**src/rtl/wb_arbiter_if.sv**
```systemverilog
// wb_arbiter_if: bundle of every non-clock signal around the writeback arbiter.
//   slave  modport : the arbiter's view (results and query in, port/status out)
//   master modport : the pipeline/testbench view (opposite directions)
// Signals:
//   ex_valid/ex_rd/ex_wdata, ex_stall      EX result and its back-pressure
//   lsu_valid/lsu_rd/lsu_wdata, lsu_ready  LSU result handshake
//   rd_waddr/rd_wdata/wen                  registered register-file write port
//   pend_cnt                               LSU FIFO occupancy
//   q_addr/q_hit                           ID pending-write hazard query
interface wb_arbiter_if #(
  parameter int DATA_W = 32,
  parameter int ADDR_W = 5,
  parameter int DEPTH  = 4
);
  localparam int CW = $clog2(DEPTH) + 1;

  logic              ex_valid;
  logic [ADDR_W-1:0] ex_rd;
  logic [DATA_W-1:0] ex_wdata;
  logic              ex_stall;
  logic              lsu_valid;
  logic              lsu_ready;
  logic [ADDR_W-1:0] lsu_rd;
  logic [DATA_W-1:0] lsu_wdata;
  logic [ADDR_W-1:0] rd_waddr;
  logic [DATA_W-1:0] rd_wdata;
  logic              wen;
  logic [CW-1:0]     pend_cnt;
  logic [ADDR_W-1:0] q_addr;
  logic              q_hit;

  modport slave (
    input  ex_valid, ex_rd, ex_wdata, lsu_valid, lsu_rd, lsu_wdata, q_addr,
    output ex_stall, lsu_ready, rd_waddr, rd_wdata, wen, pend_cnt, q_hit
  );

  modport master (
    output ex_valid, ex_rd, ex_wdata, lsu_valid, lsu_rd, lsu_wdata, q_addr,
    input  ex_stall, lsu_ready, rd_waddr, rd_wdata, wen, pend_cnt, q_hit
  );
endinterface

```
**src/rtl/wb_arbiter.sv**
```systemverilog
// wb_arbiter: owns the single register-file write port. Merges the single-cycle
// EX result with LSU/multi-cycle results; LSU results that lose to EX wait in
// an in-order FIFO. Accepted results are written one cycle later.
// Ports:
//   clk   core clock, all state on the rising edge
//   rstn  synchronous active-low reset
//   bus   wb_arbiter_if.slave (EX/LSU inputs, RF write port, hazard query)
// Build option:
//   WB_STARVE_GUARD_EN  when defined, after STARVE_MAX consecutive EX wins with
//                       the FIFO non-empty, EX is refused for one cycle so the
//                       FIFO head can drain. Undefined: EX always wins.
module wb_arbiter #(
  parameter int DATA_W     = 32,
  parameter int ADDR_W     = 5,
  parameter int DEPTH      = 4,
  parameter int STARVE_MAX = 3
) (
  input  logic        clk,
  input  logic        rstn,
  wb_arbiter_if.slave bus
);
  localparam int PW = $clog2(DEPTH);
  localparam int CW = PW + 1;

  logic [ADDR_W-1:0] mem_rd [DEPTH];
  logic [DATA_W-1:0] mem_wd [DEPTH];
  logic [PW-1:0]     wptr, rptr;
  logic [CW-1:0]     cnt;

  logic              fifo_ne, lsu_hs, ex_win, push, pop, sel;
  logic [ADDR_W-1:0] sel_rd;
  logic [DATA_W-1:0] sel_wd;
  logic [DEPTH-1:0]  ent_hit;

  assign fifo_ne       = (cnt != '0);
  // Ready ignores a same-cycle pop: a full FIFO never pushes and pops together.
  assign bus.lsu_ready = rstn && (cnt != CW'(DEPTH));
  assign bus.pend_cnt  = cnt;
  assign lsu_hs        = bus.lsu_valid && bus.lsu_ready;
  assign ex_win        = bus.ex_valid && !bus.ex_stall;
  // LSU goes into the FIFO unless it can bypass (EX idle and FIFO empty).
  assign push          = lsu_hs && (ex_win || fifo_ne);
  assign pop           = !ex_win && fifo_ne;
  assign sel           = ex_win || fifo_ne || lsu_hs;

  always_comb begin
    sel_rd = bus.ex_rd;
    sel_wd = bus.ex_wdata;
    if (!ex_win && fifo_ne) begin
      sel_rd = mem_rd[rptr];
      sel_wd = mem_wd[rptr];
    end else if (!ex_win) begin
      sel_rd = bus.lsu_rd;
      sel_wd = bus.lsu_wdata;
    end
  end

  // Hazard query: an entry is live when its distance from the head is < cnt,
  // so stale slots left behind by pops never match.
  for (genvar i = 0; i < DEPTH; i++) begin : g_ent
    logic [PW-1:0] off;
    assign off        = PW'(i) - rptr;
    assign ent_hit[i] = ({1'b0, off} < cnt) && (mem_rd[i] == bus.q_addr);
  end
  assign bus.q_hit = (bus.q_addr != '0) && (|ent_hit);

  // Payload storage needs no reset; push is already gated off by rstn.
  always_ff @(posedge clk) begin
    if (push) begin
      mem_rd[wptr] <= bus.lsu_rd;
      mem_wd[wptr] <= bus.lsu_wdata;
    end
  end

  always_ff @(posedge clk) begin
    if (!rstn) begin
      wptr         <= '0;
      rptr         <= '0;
      cnt          <= '0;
      bus.wen      <= 1'b0;
      bus.rd_waddr <= '0;
      bus.rd_wdata <= '0;
    end else begin
      if (push) wptr <= wptr + 1'b1;
      if (pop)  rptr <= rptr + 1'b1;
      cnt     <= cnt + CW'(push) - CW'(pop);
      // x0 results still take their port cycle but never write.
      bus.wen <= sel && (sel_rd != '0);
      if (sel) begin
        bus.rd_waddr <= sel_rd;
        bus.rd_wdata <= sel_wd;
      end
    end
  end

`ifdef WB_STARVE_GUARD_EN
  localparam int SW = $clog2(STARVE_MAX + 1);
  logic [SW-1:0] starve;
  logic          stall;

  assign stall        = rstn && fifo_ne && (starve == SW'(STARVE_MAX));
  assign bus.ex_stall = stall;

  always_ff @(posedge clk) begin
    if (!rstn || !fifo_ne || stall) starve <= '0;
    else if (ex_win)                starve <= starve + 1'b1;
  end
`else
  // EX is never refused; STARVE_MAX is referenced so the parameter set is
  // identical in both builds (the expression is constant 0).
  assign bus.ex_stall = (STARVE_MAX < 0);
`endif

endmodule

```
**src/flat_wrapper.sv**
```systemverilog
// flat-port wrapper written by rule: the top's interface ports become plain ports
module wb_arbiter_flat 
#(
  parameter int DATA_W     = 32,
  parameter int ADDR_W     = 5,
  parameter int DEPTH      = 4,
  parameter int STARVE_MAX = 3
)
  (clk, rstn, bus_ex_valid, bus_ex_rd, bus_ex_wdata, bus_lsu_valid, bus_lsu_rd, bus_lsu_wdata, bus_q_addr, bus_ex_stall, bus_lsu_ready, bus_rd_waddr, bus_rd_wdata, bus_wen, bus_pend_cnt, bus_q_hit);
  wb_arbiter_if #(.DATA_W(DATA_W), .ADDR_W(ADDR_W), .DEPTH(DEPTH)) bus_i ();
  input  logic clk;
  input  logic rstn;
  input wire logic [$bits(bus_i.ex_valid)-1:0] bus_ex_valid;
  input wire logic [$bits(bus_i.ex_rd)-1:0] bus_ex_rd;
  input wire logic [$bits(bus_i.ex_wdata)-1:0] bus_ex_wdata;
  input wire logic [$bits(bus_i.lsu_valid)-1:0] bus_lsu_valid;
  input wire logic [$bits(bus_i.lsu_rd)-1:0] bus_lsu_rd;
  input wire logic [$bits(bus_i.lsu_wdata)-1:0] bus_lsu_wdata;
  input wire logic [$bits(bus_i.q_addr)-1:0] bus_q_addr;
  output wire logic [$bits(bus_i.ex_stall)-1:0] bus_ex_stall;
  output wire logic [$bits(bus_i.lsu_ready)-1:0] bus_lsu_ready;
  output wire logic [$bits(bus_i.rd_waddr)-1:0] bus_rd_waddr;
  output wire logic [$bits(bus_i.rd_wdata)-1:0] bus_rd_wdata;
  output wire logic [$bits(bus_i.wen)-1:0] bus_wen;
  output wire logic [$bits(bus_i.pend_cnt)-1:0] bus_pend_cnt;
  output wire logic [$bits(bus_i.q_hit)-1:0] bus_q_hit;
  assign bus_i.ex_valid = bus_ex_valid;
  assign bus_i.ex_rd = bus_ex_rd;
  assign bus_i.ex_wdata = bus_ex_wdata;
  assign bus_i.lsu_valid = bus_lsu_valid;
  assign bus_i.lsu_rd = bus_lsu_rd;
  assign bus_i.lsu_wdata = bus_lsu_wdata;
  assign bus_i.q_addr = bus_q_addr;
  assign bus_ex_stall = bus_i.ex_stall;
  assign bus_lsu_ready = bus_i.lsu_ready;
  assign bus_rd_waddr = bus_i.rd_waddr;
  assign bus_rd_wdata = bus_i.rd_wdata;
  assign bus_wen = bus_i.wen;
  assign bus_pend_cnt = bus_i.pend_cnt;
  assign bus_q_hit = bus_i.q_hit;
  wb_arbiter #(.DATA_W(DATA_W), .ADDR_W(ADDR_W), .DEPTH(DEPTH), .STARVE_MAX(STARVE_MAX)) u_core (.clk(clk), .rstn(rstn), .bus(bus_i));
endmodule
```
**config.mk**
```make
export PLATFORM = sky130hd
export DESIGN_NAME = wb_arbiter_flat
export DESIGN_NICKNAME = d
export VERILOG_FILES = /design/src/rtl/wb_arbiter_if.sv /design/src/rtl/wb_arbiter.sv /design/src/flat_wrapper.sv
export SDC_FILE = /design/constraint.sdc
export NUM_CORES = 1
export LEC_CHECK = 0
export ABC_AREA = 1
export BUFFER_PORTS_ARGS = -buffer_cell sky130_fd_sc_hd__buf_2
export CORE_MARGIN = 2
export CORE_UTILIZATION = 25
export CTS_BUF_LIST = sky130_fd_sc_hd__clkbuf_8
export DETAILED_ROUTE_END_ITERATION = 8
export PLACE_DENSITY_LB_ADDON = 0.08
export SLEW_MARGIN = 20
export SYNTH_ARGS = -nofsm -noshare
export SYNTH_HDL_FRONTEND = slang
export SYNTH_SLANG_ARGS = --single-unit
```
**constraint.sdc**
```tcl
create_clock -name clk -period 2.85 [get_ports clk]
set_input_delay 0.285 -clock clk [delete_from_list [all_inputs] [get_ports clk]]
set_output_delay 0.285 -clock clk [all_outputs]
set_load 0.02 [all_outputs]
```
==> qor.csv, run 1 <==
stage,metric,value,unit
status,status,finished clean,
yosys,syn_nets,936,
global_route,initial antenna violation count,0,
layout,Multi-input gate area,0.00281,mm²
setup_path,CP Capture Type,output pin,
clocking,total setup buffers inserted after CTS,0,
global_route,gr usage total,13.6,%
die,die width,189,µm
layout,share of layout cells above drive strength 1,20.1,%
placed_design,Placed Cells,1392,
sta,post-route setup slack,0.240,ns
layout,layout net count,1067,
global_route,GRT overflow,0,
placed_design,IO Port Bufs,125,
pwr,Power Total,7770,µW
sta,final worst clock skew,0.0201,ns
setup_path,crit-path most repeated cell,nor2_1,
yosys,synthesis-stage register bit count,195,
yosys,most frequent cell after synthesis,nand2_1,
placed_design,Place WS,0.454,ns
clocking,H-tree depth,4,
layout,Layout area overhead,19.1,%
setup_path,delay of the slowest critical-path stage,0.50,ns
global_route,Top Usage Layer GRT,met2,
clocking,Post-CTS Resized,0,
setup_path,CP required,2.57,ns
die,Ports,127,
layout,fill count,3579,
placed_design,DPL Wire Length,15.4,mm
clocking,Clock Sinks,195,
layout,Final Instance Area,0.0102,mm²
sta,period utilization,91.6,%
detailed_routing,First DRT Iteration DRCs,367,
global_route,largest net degree at the start of global routing,39,
clocking,CTS buffer count,17,
yosys,Cells after Synth,843,
die,die area,0.0357,mm²
setup_path,crit path kind,reg2out,
hold_path,Min-Delay Path Class,in2reg,
yosys,Post-synth EDFFs,148,
sta,minimum clock period after layout,2.61,ns
yosys,cell area after synthesis,0.00856,mm²
detailed_routing,DRT Wirelength,23.5,mm
sta,Worst Max-Slew Pin Slew,0.718,ns
yosys,Compound-Gate Fraction of Synth Area,3.70,%
layout,Finished Layout Cells,1436,
placed_design,Post-DP Area,0.00970,mm²
sta,Final Hold Fails,0,
yosys,Main synth FF type,edfxtp_1,
clocking,clock-pin slew on the worst setup and hold paths,0.12,ns
clocking,Root Buffer Master,clkbuf_8,
detailed_routing,DRC,0,
detailed_routing,number of vias per cell,4.25,
yosys,largest area contributor in the netlist,edfxtp_1,
die,initial core utilization,25.5,%
clocking,CTS max path bufs,2,
yosys,Post-synth ARST share,0,%
global_route,M3 GR Usage,2.87,%
sta,worst hold slack,0.0433,ns
setup_path,critical path's slowest cell,dfxtp_1,
pwr,leak pwr,0.00416,µW
detailed_routing,DR pass1 iterations,4,
die,FP Rows,67,
yosys,post-synthesis cell type count,31,
clocking,CTS tree,done,
global_route,vias in the first global route,6192,
sta,RSZ-0062 raised after global routing,false,
setup_path,crit path launch type,register,
placed_design,RD Place Congestion,0.756,
yosys,register area share after synthesis,62.9,%
detailed_routing,via count,6100,
setup_path,"Arr. time, crit path",2.33,ns
yosys,simple-gate share of the synthesized area,21.9,%
yosys,Synth top cells by count,"294 x nand2_1, 148 x edfxtp_1, 112 x nand3_1",
layout,register area,0.00539,mm²
detailed_routing,wire length per cell,16.4,µm
clocking,hold-fix buffers at CTS,9,
sta,Max Freq,383,MHz
sta,fin. max-slew vios,0,
pwr,PD cells,762,mW/mm²
yosys,Post-Synth Adder-Cell Area,1.55,%
job,MaxCap Viol Count,0,
yosys,largest family of logic cells by synthesized area,simple AND/OR/NAND/NOR gates,
clocking,clk_lat worst skew,0.49,ns
detailed_routing,Final ANT Viol Nets,0,
die,Core ar.,0.0336,mm²
global_route,grt met2 use,21.1,%
global_route,first-pass GRT wire length,36.7,mm
global_route,met1 Resource Use GR,19.2,%
setup_path,worst path cell trace,"inv_1, ha_1, a21boi_0, o21ai_0, nand3_1, nand2_1, nor2_1, nor2_1, buf_2",
yosys,Synth area leaders,"edfxtp_1 52%, nand2_1 13%, dfxtp_1 11%",
yosys,XOR/XNOR Fraction of Synth Area,1.64,%
yosys,mux contribution to synthesized area,3.63,%
yosys,YS warnings,0,
die,Die Ht,189,µm
sta,endpoints failing setup,0,
yosys,area share of the largest cell type after synthesis,51.9,%
yosys,Synth Area per Inst,10.2,µm²
sta,Max-slew headroom,52.0,%
pwr,VDD IR-drop max,0.000342,V
setup_path,worst-path fanout max,6,
## report_power, final
group / switching [µW] / total [µW] / internal, µW
Sequential: 194 / 3590 / 3390
Combinational: 1650 / 2410 / 761
Clock: 1120 / 1770 / 650
## final cells by class
cell class              instances  area share [%]
clock buffers                  17            2.30
clock inverters                15            1.44
repair buffers                157            9.01
multi-input cells             568            27.6
inverters                      35            1.29
well taps                     448            5.50
flip-flops and latches        195            52.9
diodes                          1          0.0246
## worst max-delay path, delay by kind of cell, from the launching register on
family	cells	cell delay, ns
flops	1	0.50
simple gates	4	0.34
fa+ha+maj	1	0.31
buf+inv	2	0.34
compound gates	2	0.36
## flip-flops by register name (all words and copies together), names as in the netlist, named ones only
signal,count
u_core.mem_rd,20
u_core.mem_wd,128
u_core.rptr,2
u_core.bus.wen,1
u_core.wptr,2
u_core.bus.rd_waddr,5
u_core.bus.rd_wdata,32
u_core.bus.pend_cnt,3
## stage by stage
stage | utilization [%] | setup TNS, ns
3_3_place_gp | 28.9 | 0
3_5_place_dp | 28.9 | 0
2_1_floorplan | - | -66.39
5_1_grt | 30.3 | 0
4_1_cts | 30.3 | 0
6_report | 30.3 | 0
## metal layers
| layer | routed length, µm | vias to the layer above |
|---|---|---|
| li1 | - | 3100 |
| met1 | 11800 | 2880 |
| met2 | 10600 | 105 |
| met3 | 925 | 15 |
| met4 | 258 | 0 |
| met5 | 0 | - |
## cells in the final DEF, fill, tap and decap left out, drive strengths merged, types with 3 or more instances in the layout
master and instances:
nor2 37, ha 9, nand3 112, o21ai 48
clkinv 7, dlygate4sd3 11, edfxtp 148, xor2 9
nand2 298, mux2i 31, dfxtp 47, nand4 3
clkbuf 17, buf 146, inv 43, xnor2 7
a21oi 8
## cell families (layout without fill, tap and decap cells)
kind of cell / Yosys count / in the layout
AO/OA/AOI/OAI: 58 / 58
other: 1 / 2
XOR/XNOR: 16 / 16
flip-flops: 195 / 195
buffers and inverters: 80 / 224
multiplexers: 31 / 31
adder cells (fa/ha/maj): 10 / 10
AND/OR/NAND/NOR: 452 / 452
## worst paths after layout
path	start	cells after the start	end	slack (ns)
worst max-delay path	u_core.bus.pend_cnt[1]	9	bus_q_hit	0.24
worst max register to register	u_core.bus.pend_cnt[0]	7	u_core.mem_wd[0][3]	0.50
worst min-delay path	bus_lsu_wdata[2]	1	u_core.mem_wd[3][2]	0.04
worst min register to register	u_core.bus.rd_wdata[24]	2	u_core.bus.rd_wdata[24]	0.45
(Power assumes the default switching activity.)
==> run 2: changes to the inputs <==
--- a/config.mk
+++ b/config.mk
@@ -7,10 +7,12 @@
 export LEC_CHECK = 0
 export ABC_AREA = 1
 export BUFFER_PORTS_ARGS = -buffer_cell sky130_fd_sc_hd__buf_2
+export CAP_MARGIN = 40
 export CORE_MARGIN = 2
 export CORE_UTILIZATION = 25
 export CTS_BUF_LIST = sky130_fd_sc_hd__clkbuf_8
 export DETAILED_ROUTE_END_ITERATION = 8
+export HOLD_SLACK_MARGIN = 0.08
 export PLACE_DENSITY_LB_ADDON = 0.08
 export SLEW_MARGIN = 20
 export SYNTH_ARGS = -nofsm -noshare
==> qor.csv, run 2 (synthesis gave the netlist of run 1 again) <==
stage,metric,value,unit
setup_path,CP Capture Type,output pin,
sta,RSZ-0062 raised after global routing,false,
setup_path,reg2reg setup slack,0.50,ns
setup_path,crit path kind,reg2out,
sta,Worst Max-Slew Pin Slew,0.718,ns
setup_path,worst flop-to-flop path startpoint,u_core.bus.pend_cnt[0],
setup_path,worst-path fanout max,6,
sta,period utilization,91.2,%
global_route,vias in the first global route,6282,
sta,final worst clock skew,0.0199,ns
clocking,Root Buffer Master,clkbuf_8,
clocking,clock-pin slew on the worst setup and hold paths,0.11,ns
sta,Max-slew headroom,52.1,%
detailed_routing,number of vias per cell,4.25,
clocking,Clock Sinks,195,
sta,Final Hold Fails,0,
layout,Finished Layout Cells,1463,
setup_path,R2R depth,7,
hold_path,Worst Hold Path EP,u_core.bus.rd_wdata[10],
hold_path,HP Start,bus_ex_wdata[10],
placed_design,Post-DP Area,0.00970,mm²
clocking,CTS buffer count,17,
layout,top flop regs,"u_core.mem_wd x128, u_core.bus.rd_wdata x32, u_core.mem_rd x20",
job,MaxCap Viol Count,0,
pwr,VDD IR-drop max,0.000340,V
setup_path,RR Endpoint,u_core.mem_wd[0][3],
global_route,gr usage total,13.7,%
sta,Max Freq,385,MHz
layout,most frequent cells in the layout,"294 x nand2_1, 148 x edfxtp_1, 125 x buf_2, 112 x nand3_1",
clocking,total setup buffers inserted after CTS,0,
clocking,clk_lat worst skew,0.49,ns
detailed_routing,DRT Wirelength,23.7,mm
detailed_routing,Final ANT Viol Nets,0,
die,initial core utilization,25.5,%
global_route,first-pass GRT wire length,37.1,mm
pwr,leak pwr,0.00428,µW
detailed_routing,via count,6213,
layout,Layout area overhead,22.3,%
placed_design,Placed Cells,1392,
die,Core ar.,0.0336,mm²
pwr,PD cells,746,mW/mm²
sta,fin. max-slew vios,0,
layout,layout net count,1094,
clocking,H-tree depth,4,
detailed_routing,DRC,0,
pwr,Power Total,7800,µW
die,Die Ht,189,µm
layout,Biggest register,u_core.mem_wd,
sta,minimum clock period after layout,2.60,ns
layout,share of layout cells above drive strength 1,19.5,%
setup_path,"Arr. time, crit path",2.31,ns
global_route,largest net degree at the start of global routing,39,
layout,"most common cell after layout, fill and taps aside",nand2_1,
hold_path,Worst Hold Depth,5,
placed_design,IO Port Bufs,125,
layout,max reg flops,128,
placed_design,DPL Wire Length,15.4,mm
die,FP Rows,67,
global_route,GRT overflow,0,
clocking,CTS tree,done,
global_route,initial antenna violation count,0,
sta,post-route setup slack,0.251,ns
detailed_routing,First DRT Iteration DRCs,353,
die,die width,189,µm
die,die area,0.0357,mm²
sta,Fin Setup TNS,0,ns
sta,endpoints failing setup,0,
placed_design,Place WS,0.454,ns
hold_path,Min-Delay Path Class,in2reg,
layout,Final Instance Area,0.0105,mm²
die,Ports,127,
setup_path,crit path launch type,register,
setup_path,CP required,2.57,ns
detailed_routing,DR pass1 iterations,4,
placed_design,RD Place Congestion,0.756,
detailed_routing,wire length per cell,16.2,µm
status,status,finished clean,
clocking,CTS max path bufs,2,
run 2: timing repair:
action	in CTS	in global routing
hold endpoints to repair	151	0
gates resized for setup	0	0
hold buffers	38	0
run 2: per-layer routing:
metal	vias up	track usage (%)	wire length, µm
met1	2937	19.4	11900
met2	104	21.4	10700
met5	-	0	0
met3	16	2.82	873
met4	0	3.58	257
li1	3156	-	-
run 2: critical path: stages, from the launching register on:
cell	delay [ns]
dfxtp_1	0.50
inv_1	0.16
ha_1	0.31
a21boi_0	0.12
o21ai_0	0.23
nand3_1	0.12
nand2_1	0.07
nor2_1	0.04
nor2_1	0.11
buf_2	0.18
run 2: how the worst max path moves through the flow:
stage	from	end	cells past startpoint
6_report	u_core.bus.pend_cnt[1]	bus_q_hit	9
5_1_grt	u_core.bus.pend_cnt[1]	bus_q_hit	9
4_1_cts	u_core.bus.pend_cnt[1]	bus_q_hit	9
3_5_place_dp	u_core.bus.pend_cnt[1]	u_core.mem_wd[0][3]	7
3_3_place_gp	u_core.bus.pend_cnt[1]	u_core.mem_wd[0][3]	7
2_1_floorplan	u_core.bus.pend_cnt[1]	u_core.mem_rd[0][0]	6
run 2: stage by stage:
step	hold slack (ns)	utilization, %
2_1_floorplan	0.378	-
3_3_place_gp	0.435	28.9
3_5_place_dp	0.434	28.9
4_1_cts	0.127	31.1
5_1_grt	0.135	31.1
6_report	0.175	31.1
run 2: where the power goes:
part	total [µW]	internal (µW)	switching (µW)
logic	2440	786	1660
clock network	1770	650	1120
registers	3590	3390	194
total	7800	4830	2970
run 2: final cells by class:
cell class / count / area, µm²
fill: 3555 / 23200
sequential: 195 / 5390
multi-input combinational: 568 / 2810
timing repair buffer: 184 / 1190
tap: 448 / 561
clock buffer: 17 / 234
clock inverter: 15 / 146
inverter: 35 / 131
antenna: 1 / 2.50
==> run 3: changes to the inputs <==
==> constraint.sdc (replaced) <==
create_clock -name clk -period 2.85 [get_ports clk]
set_input_delay 0.57 -clock clk [delete_from_list [all_inputs] [get_ports clk]]
set_output_delay 0.57 -clock clk [all_outputs]
set_load 0.02 [all_outputs]
==> qor.csv, run 3 (synthesis gave the netlist of run 1 again) <==
stage,metric,value,unit
layout,top flop regs,"u_core.mem_wd x128, u_core.bus.rd_wdata x32, u_core.mem_rd x20",
sta,endpoints failing setup,0,
setup_path,crit path kind,reg2out,
layout,Layout area overhead,18.1,%
clocking,Clock Sinks,195,
sta,Max Freq,371,MHz
die,Core ar.,0.0336,mm²
layout,"most common cell after layout, fill and taps aside",nand2_1,
sta,final worst clock skew,0.0144,ns
clocking,H-tree depth,4,
setup_path,critical path's slowest cell,dfxtp_4,
setup_path,delay of the slowest critical-path stage,0.38,ns
sta,period utilization,94.7,%
placed_design,IO Port Bufs,125,
layout,share of layout cells above drive strength 1,20.8,%
sta,Worst Max-Slew Pin Slew,0.700,ns
placed_design,Placed Cells,1391,
placed_design,DPL Wire Length,15.3,mm
global_route,GRT overflow,0,
detailed_routing,DRC,0,
detailed_routing,wire length per cell,16.7,µm
die,die area,0.0357,mm²
setup_path,crit path launch type,register,
detailed_routing,DRT Wirelength,23.8,mm
clocking,clock-pin slew on the worst setup and hold paths,0.12,ns
die,die width,189,µm
detailed_routing,First DRT Iteration DRCs,264,
setup_path,"delay-heaviest family, CP",flip-flops,
clocking,Root Buffer Master,clkbuf_8,
pwr,leak pwr,0.00411,µW
detailed_routing,Final ANT Viol Nets,0,
clocking,CTS max path bufs,2,
clocking,clk_lat worst skew,0.50,ns
setup_path,CP Buf/Inv Count,1,
die,FP Rows,67,
detailed_routing,number of vias per cell,4.25,
setup_path,worst-path fanout max,3,
placed_design,RD Place Congestion,0.763,
detailed_routing,DR pass1 iterations,4,
global_route,vias in the first global route,6154,
sta,worst hold slack,0.309,ns
pwr,PD cells,777,mW/mm²
job,MaxCap Viol Count,0,
setup_path,crit-path most repeated cell,nor2_1,
clocking,CTS buffer count,17,
die,Die Ht,189,µm
pwr,VDD IR-drop max,0.000399,V
clocking,total setup buffers inserted after CTS,0,
layout,Biggest register,u_core.mem_wd,
detailed_routing,via count,6042,
sta,Max-slew headroom,53.3,%
setup_path,"Arr. time, crit path",2.13,ns
sta,minimum clock period after layout,2.70,ns
layout,max reg flops,128,
status,status,finished clean,
setup_path,CP required,2.28,ns
sta,Final Hold Fails,0,
clocking,hold-fix buffers at CTS,0,
hold_path,Min-Delay Path Class,in2reg,
layout,Final Instance Area,0.0101,mm²
global_route,gr usage total,13.8,%
layout,most frequent cells in the layout,"294 x nand2_1, 148 x edfxtp_1, 124 x buf_2, 112 x nand3_1, 44 x o21ai_0",
layout,diode count,0,
global_route,initial antenna violation count,0,
layout,Finished Layout Cells,1423,
die,Ports,127,
clocking,CTS tree,done,
die,initial core utilization,25.5,%
sta,fin. max-slew vios,0,
setup_path,worst path cell trace,"xor2_4, ha_1, a21boi_0, o21ai_1, nand3_1, nand2_1, nor2_1, nor2_1, buf_4",
pwr,Power Total,7850,µW
layout,layout net count,1055,
global_route,first-pass GRT wire length,36.9,mm
sta,RSZ-0062 raised after global routing,false,
setup_path,CP Capture Type,output pin,
placed_design,Post-DP Area,0.00970,mm²
global_route,largest net degree at the start of global routing,53,
## run 3: through the flow
step                worst slack, ns  setup TNS [ns]  util [%]
finish                        0.151               0      30.1
global route                0.00814               0      30.1
CTS                          0.0492               0      30.0
detailed placement            0.324               0      28.9
global placement              0.329               0      28.9
floorplan                    -0.449          -66.39         -
## run 3: worst paths after layout
path | startpoint | end | slack [ns] | cells past startpoint
setup / recovery | u_core.rptr[0] | bus_q_hit | 0.15 | 9
hold / removal | bus_lsu_wdata[9] | u_core.mem_wd[3][9] | 0.31 | 1
setup reg to reg | u_core.bus.pend_cnt[0] | u_core.mem_wd[3][25] | 0.55 | 7
hold reg to reg | u_core.bus.rd_wdata[26] | u_core.bus.rd_wdata[26] | 0.45 | 2
## run 3: routing by layer
metal / share of wire (%) / track usage, %
met1: 52 / 19.8
met3: 3.0 / 2.37
met2: 44 / 21.2
met4: 1.5 / 4.15
met5: 0 / 0
## run 3: repair_timing
| action | in CTS | in global routing |
|---|---|---|
| pin swaps | 0 | 4 |
| gates resized for setup | 4 | 7 |
| endpoints found under the setup margin | 1 | 1 |
| endpoints found under the hold margin | 0 | 0 |
## run 3: cell type report
type	count	area [µm²]
timing repair buffer	145	816
clock inverter	15	139
tap	448	561
multi-input combinational	568	2830
sequential	195	5400
fill	3548	23500
clock buffer	17	234
inverter	35	131
## run 3: power breakdown
part           switching, µW  internal, µW
clock network           1140           647
registers                223          3400
logic                   1670           775
